`src/rtl/sipo_2bit_collect_pkg.sv`:
```
// Shared definitions for the 2-bit-per-beat serial-in/parallel-out collector.
package sipo_2bit_collect_pkg;

  // Bits carried per serial beat; matches the transmitting shifter.
  localparam int unsigned SER_W = 2;

  // Default word width and the matching beat count.
  localparam int unsigned DEF_WIDTH = 16;
  localparam int unsigned BEATS     = DEF_WIDTH / SER_W;

  typedef enum logic {
    StIdle    = 1'b0,
    StCollect = 1'b1
  } state_e;

  // Number of beats needed to fill a word of the given width.
  function automatic int unsigned beats_of(input int unsigned width);
    return width / SER_W;
  endfunction

endpackage

```
`src/rtl/sipo_2bit_collect.sv`:
```
// Collects 2-bit beats (LSB pair first) into a WIDTH-bit word, with start/restart
// control, a one-cycle done pulse and a sticky overrun flag.
module sipo_2bit_collect
  import sipo_2bit_collect_pkg::*;
#(
  parameter int unsigned WIDTH = 16,
  parameter int unsigned CNT_W = $clog2(WIDTH / 2) + 1
) (
  input  logic             clk,
  input  logic             rst,
  input  logic             start,
  input  logic [1:0]       sin,
  input  logic             sin_valid,
  input  logic             clr_ovf,
  output logic [WIDTH-1:0] pout,
  output logic             done,
  output logic             busy,
  output logic             ovf
);

  localparam int unsigned NBeats = beats_of(WIDTH);

  // The lowest pair would only be shifted out on completion, so the register keeps
  // just the upper WIDTH-SER_W bits; the full word is formed with the incoming beat.
  state_e                   state_q, state_d;
  logic [WIDTH-SER_W-1:0]   shreg_q, shreg_d;
  logic [CNT_W-1:0]         cnt_q, cnt_d;
  logic [WIDTH-1:0]         pout_q, pout_d;
  logic                     done_q, done_d;
  logic                     ovf_q, ovf_d;
  logic [WIDTH-1:0]         shifted;

  assign shifted = {sin, shreg_q};

  // Next-state: FSM, shift register, beat counter, output word and flags.
  always_comb begin
    state_d = state_q;
    shreg_d = shreg_q;
    cnt_d   = cnt_q;
    pout_d  = pout_q;
    done_d  = 1'b0;
    ovf_d   = ovf_q;

    if (clr_ovf) begin
      ovf_d = 1'b0;
    end

    unique case (state_q)
      StIdle: begin
        if (start) begin
          state_d = StCollect;
          shreg_d = '0;
          cnt_d   = '0;
        end else if (sin_valid) begin
          // Overrun set takes priority over a simultaneous clear.
          ovf_d = 1'b1;
        end
      end
      StCollect: begin
        if (start) begin
          // Restart: discard progress and this cycle's beat, keep pout.
          shreg_d = '0;
          cnt_d   = '0;
        end else if (sin_valid) begin
          shreg_d = shifted[WIDTH-1:SER_W];
          cnt_d   = cnt_q + CNT_W'(1);
          if (cnt_q == CNT_W'(NBeats - 1)) begin
            pout_d  = shifted;
            done_d  = 1'b1;
            state_d = StIdle;
          end
        end
      end
      default: state_d = StIdle;
    endcase
  end

  // State registers with synchronous active-low reset.
  always_ff @(posedge clk) begin
    if (!rst) begin
      state_q <= StIdle;
      shreg_q <= '0;
      cnt_q   <= '0;
      pout_q  <= '0;
      done_q  <= 1'b0;
      ovf_q   <= 1'b0;
    end else begin
      state_q <= state_d;
      shreg_q <= shreg_d;
      cnt_q   <= cnt_d;
      pout_q  <= pout_d;
      done_q  <= done_d;
      ovf_q   <= ovf_d;
    end
  end

  assign pout = pout_q;
  assign done = done_q;
  assign busy = (state_q == StCollect);
  assign ovf  = ovf_q;

endmodule
```
`config.mk`:
```
export PLATFORM = sky130hd
export DESIGN_NAME = sipo_2bit_collect
export DESIGN_NICKNAME = d
export VERILOG_FILES = /design/src/rtl/sipo_2bit_collect_pkg.sv /design/src/rtl/sipo_2bit_collect.sv
export SDC_FILE = /design/constraint.sdc
export NUM_CORES = 1
export LEC_CHECK = 0
export CORE_MARGIN = 2
export CORE_UTILIZATION = 45
export DETAILED_ROUTE_END_ITERATION = 16
export PLACE_DENSITY = 0.75
export SYNTH_ARGS = -nofsm -noshare
export SYNTH_HDL_FRONTEND = slang
export SYNTH_SLANG_ARGS = --single-unit
```
`constraint.sdc`:
```
create_clock -name clk -period 1.65 [get_ports clk]
set_input_delay 0.2475 -clock clk [delete_from_list [all_inputs] [get_ports clk]]
set_output_delay 0.2475 -clock clk [all_outputs]
set_load 0.005 [all_outputs]
```
==> tab_implementation.tex <==
\begin{tabular}{lr}
\hline
Metric & Value \\
\hline
\multicolumn{2}{l}{\textbf{Outcome}} \\
Result of the run & finished, final reports clean \\
\multicolumn{2}{l}{\textbf{Global routing}} \\
Number of antenna violations at the first check in global routing & 0 \\
Overflow left after global routing & 0 \\
Global-route wire length before repair & 4580 um \\
Maximum number of pins on one net before global-route repair & 23 \\
Overall fraction of global-route tracks in use & 17.7\% \\
Via count of the first global-routing pass & about 1000 \\
\multicolumn{2}{l}{\textbf{Detailed routing}} \\
Detail Route Antenna Nets & 0 \\
Total via count after detailed routing & approximately 1100 \\
Number of remaining DRC errors & 0 \\
Routed len/inst & roughly 11 um \\
1st-iter DRT viols & 46 \\
Mean number of vias per cell & 4.65 \\
1st-pass router iterations & 4 \\
Total wire length after detailed routing & roughly 2600 um \\
\multicolumn{2}{l}{\textbf{Setup path}} \\
Data arrival, critical path & between 1000 and 1500 ps \\
Slowest stage delay, CP & just over 500 ps \\
Critical path start-end classification & reg2out \\
Top cell family by delay on the critical path & buffers and inverters \\
Nature of the critical path startpoint & flip-flop \\
Critical Path Fanout Max & 7 \\
Cells along the critical path & clkdlybuf4s50\_1 \\
Standard cell with the maximum stage delay on the critical path & sky130\_fd\_sc\_hd\_\_clkdlybuf4s50\_1 \\
Critical path required time & between 1000 and 1500 ps \\
Crit path buf inv count & 1 \\
Critical path capture point type & output pin \\
\multicolumn{2}{l}{\textbf{Placed design}} \\
Number of buffers added on ports & 25 \\
Worst slack at placement & between 2 and 2.5 ps \\
RD Place Congestion & approximately 0.73 \\
Standard cell area after detailed placement & 1700 um\^{}2 \\
Dpl hpwl & around 2000 um \\
\multicolumn{2}{l}{\textbf{Floorplanning}} \\
Starting Density & 47.0\% \\
Die extent in y & approximately 60 um \\
Cell row count & 20 \\
Placeable Area & a little over 3000 um\^{}2 \\
Number of ports placed on the die boundary & 26 \\
Die ar. & about 3600 um\^{}2 \\
Die width & 60.3 um \\
\multicolumn{2}{l}{\textbf{Final layout}} \\
Final non-filler cell area & $\sim$1800 um\^{}2 \\
Number of nets in the layout & $\sim$200 \\
Signed area change from the synthesized netlist to the final layout & 23.2\% \\
Proportion of layout cells with a drive suffix above 1 & 6.84\% \\
Number of antenna repair diodes & 0 \\
\multicolumn{2}{l}{\textbf{STA}} \\
Number of setup violations in the final report & 0 \\
Highest clock frequency the design can meet & a little under 0.7 GHz \\
Final worst-path setup slack & between 150 and 200 ps \\
Worst setup skew after layout & 6.22 ps \\
Time the worst path needs with I/O delays and setup & 1490 ps \\
TNS Setup & 0 ps \\
RSZ-0062 raised after global routing & no \\
Slew at the pin closest to its max-slew limit & between 300 and 400 ps \\
Min Hold Slack & between 400 and 500 ps \\
Final Max Tran Viols & 0 \\
Period Utilization, post-route & between 90 and 100\% \\
Max-slew headroom at the worst pin & approximately three quarters \\
Hold violation count in the final report & 0 \\
\multicolumn{2}{l}{\textbf{Clock tree}} \\
Clock net sink count & 37 \\
Clock transition at the registers of the reported paths & around 90 ps \\
Number of buffers created by CTS & 5 \\
Clock Root Buffer & sky130\_fd\_sc\_hd\_\_clkbuf\_4 \\
Post-CTS setup buffer count & 0 \\
Number of levels in the clock H-tree & 2 \\
TritonCTS clock tree & built \\
Post-cts hold buffer count & 0 \\
Post-CTS resize count & 0 \\
Maximum clock insertion buffer count & 2 \\
Clock network latency to the later pin of the worst-skew pair & 340 ps \\
\multicolumn{2}{l}{\textbf{Logic synthesis}} \\
Nets in the synthesized netlist & 170 \\
Syn Inst Count & between 150 and 200 \\
Seq cells post-synth & 37 \\
Number of distinct standard cells referenced by the synthesized netlist & 22 \\
Fraction of synthesis flops using an asynchronous set or reset pin & 0\% \\
Yosys top cell by area & sky130\_fd\_sc\_hd\_\_dfxtp\_1 \\
Most instantiated library cell after synthesis & sky130\_fd\_sc\_hd\_\_nand2\_1 \\
Top cells by count, synth & sky130\_fd\_sc\_hd\_\_nand2\_1, sky130\_fd\_sc\_hd\_\_dfxtp\_1, sky130\_fd\_sc\_hd\_\_a21oi\_1, sky130\_fd\_sc\_hd\_\_mux2i\_1 \\
Leading register cell type out of synthesis & sky130\_fd\_sc\_hd\_\_dfxtp\_1 \\
Post-synthesis instance area & between 1000 and 1500 um\^{}2 \\
Synthesized area divided by synthesized cell count & slightly below 9 um\^{}2 \\
Yosys warnings & 0 \\
Part of the Yosys area used for sequential elements & between 50\% and 60\% \\
Number of flops mapped to enable cells by yosys & 0 \\
Proportion of netlist area held by the largest area contributor & 52.0\% \\
Dominant cells by area after synthesis & sky130\_fd\_sc\_hd\_\_dfxtp\_1, sky130\_fd\_sc\_hd\_\_nand2\_1, sky130\_fd\_sc\_hd\_\_mux2i\_1 \\
\multicolumn{2}{l}{\textbf{Worst hold path}} \\
Min-delay worst type & reg2reg \\
\multicolumn{2}{l}{\textbf{Pwr}} \\
Static Leak & 0.587 nW \\
Maximum ir drop on the vdd rail & just under 0.4 mV \\
Cell Pwr Density & about 810 nW/um\^{}2 \\
Tot Pwr & 1.41 mW \\
\multicolumn{2}{l}{\textbf{Flow run}} \\
Max-Cap Viols & 0 \\
\hline
\end{tabular}
[report_power, final]
part           switching (mW)  internal [mW]
Combinational          0.0417         0.0325
Clock                   0.267          0.170
Sequential            0.00506          0.898
Total                   0.314           1.10
[cell type report]
cell class | instances | area, um^2
Clock buffer | 8 | 48.8
Multi-Input combinational cell | 114 | 617
Sequential cell | 37 | 742
Tap cell | 44 | 55.1
Fill cell | 283 | 1270
Timing Repair Buffer | 30 | 288
Inverter | 1 | 3.75
[per-layer routing]
layer	routed length, um	vias to the layer above	track usage [%]	part of all wire (%)
met3	137	6	7.79	5.2
met5	0	-	0	0
met2	1210	27	27.3	46
met4	51	0	7.62	1.9
met1	1230	478	21.4	47
li1	-	578	-	-
[registers in the layout (all words and copies together), names as in the netlist]
signal / count
busy: 1
cnt_q: 4
shreg_q: 14
ovf: 1
pout: 16
done: 1
[stage by stage]
stage / std cells / utilization [%]
after floorplan: 162 / -
after global placement: 226 / 56.3
after detailed placement: 226 / 56.3
after CTS: 234 / 57.9
after global routing: 234 / 57.9
final: 234 / 57.9
[worst paths after layout]
kind / endpoint / depth (start not counted) / slack (ps) / startpoint
worst min register to register: pout[14] / 2 / 460 / pout[14]
worst max register to register: pout[2] / 4 / 210 / cnt_q[0]
worst max-delay path: busy / 1 / 160 / busy
worst min-delay path: pout[14] / 2 / 460 / pout[14]
[layout by cell type (no fill, tap or decap), drive strengths merged, types with 2 or more instances in the layout]
| cell type | count |
|---|---|
| buf | 5 |
| and2 | 3 |
| clkdlybuf4s50 | 25 |
| nor2 | 4 |
| dfxtp | 37 |
| mux2i | 16 |
| nand2 | 63 |
| a21oi | 16 |
| o21ai | 2 |
| nand3 | 2 |
| clkbuf | 8 |
| nand2b | 2 |
[cell families (layout without fill, tap and decap cells)]
kind of cell,after synthesis,in the layout,share of synthesized area (%)
compound gates,19,19,6.77
simple gates,76,76,23.2
fa+ha+maj,1,1,0.879
flops,37,37,52.0
xor+xnor,2,2,1.23
buf+inv,11,39,4.66
mux,16,16,11.2
No activity file was read; power rests on OpenSTA's default activity.
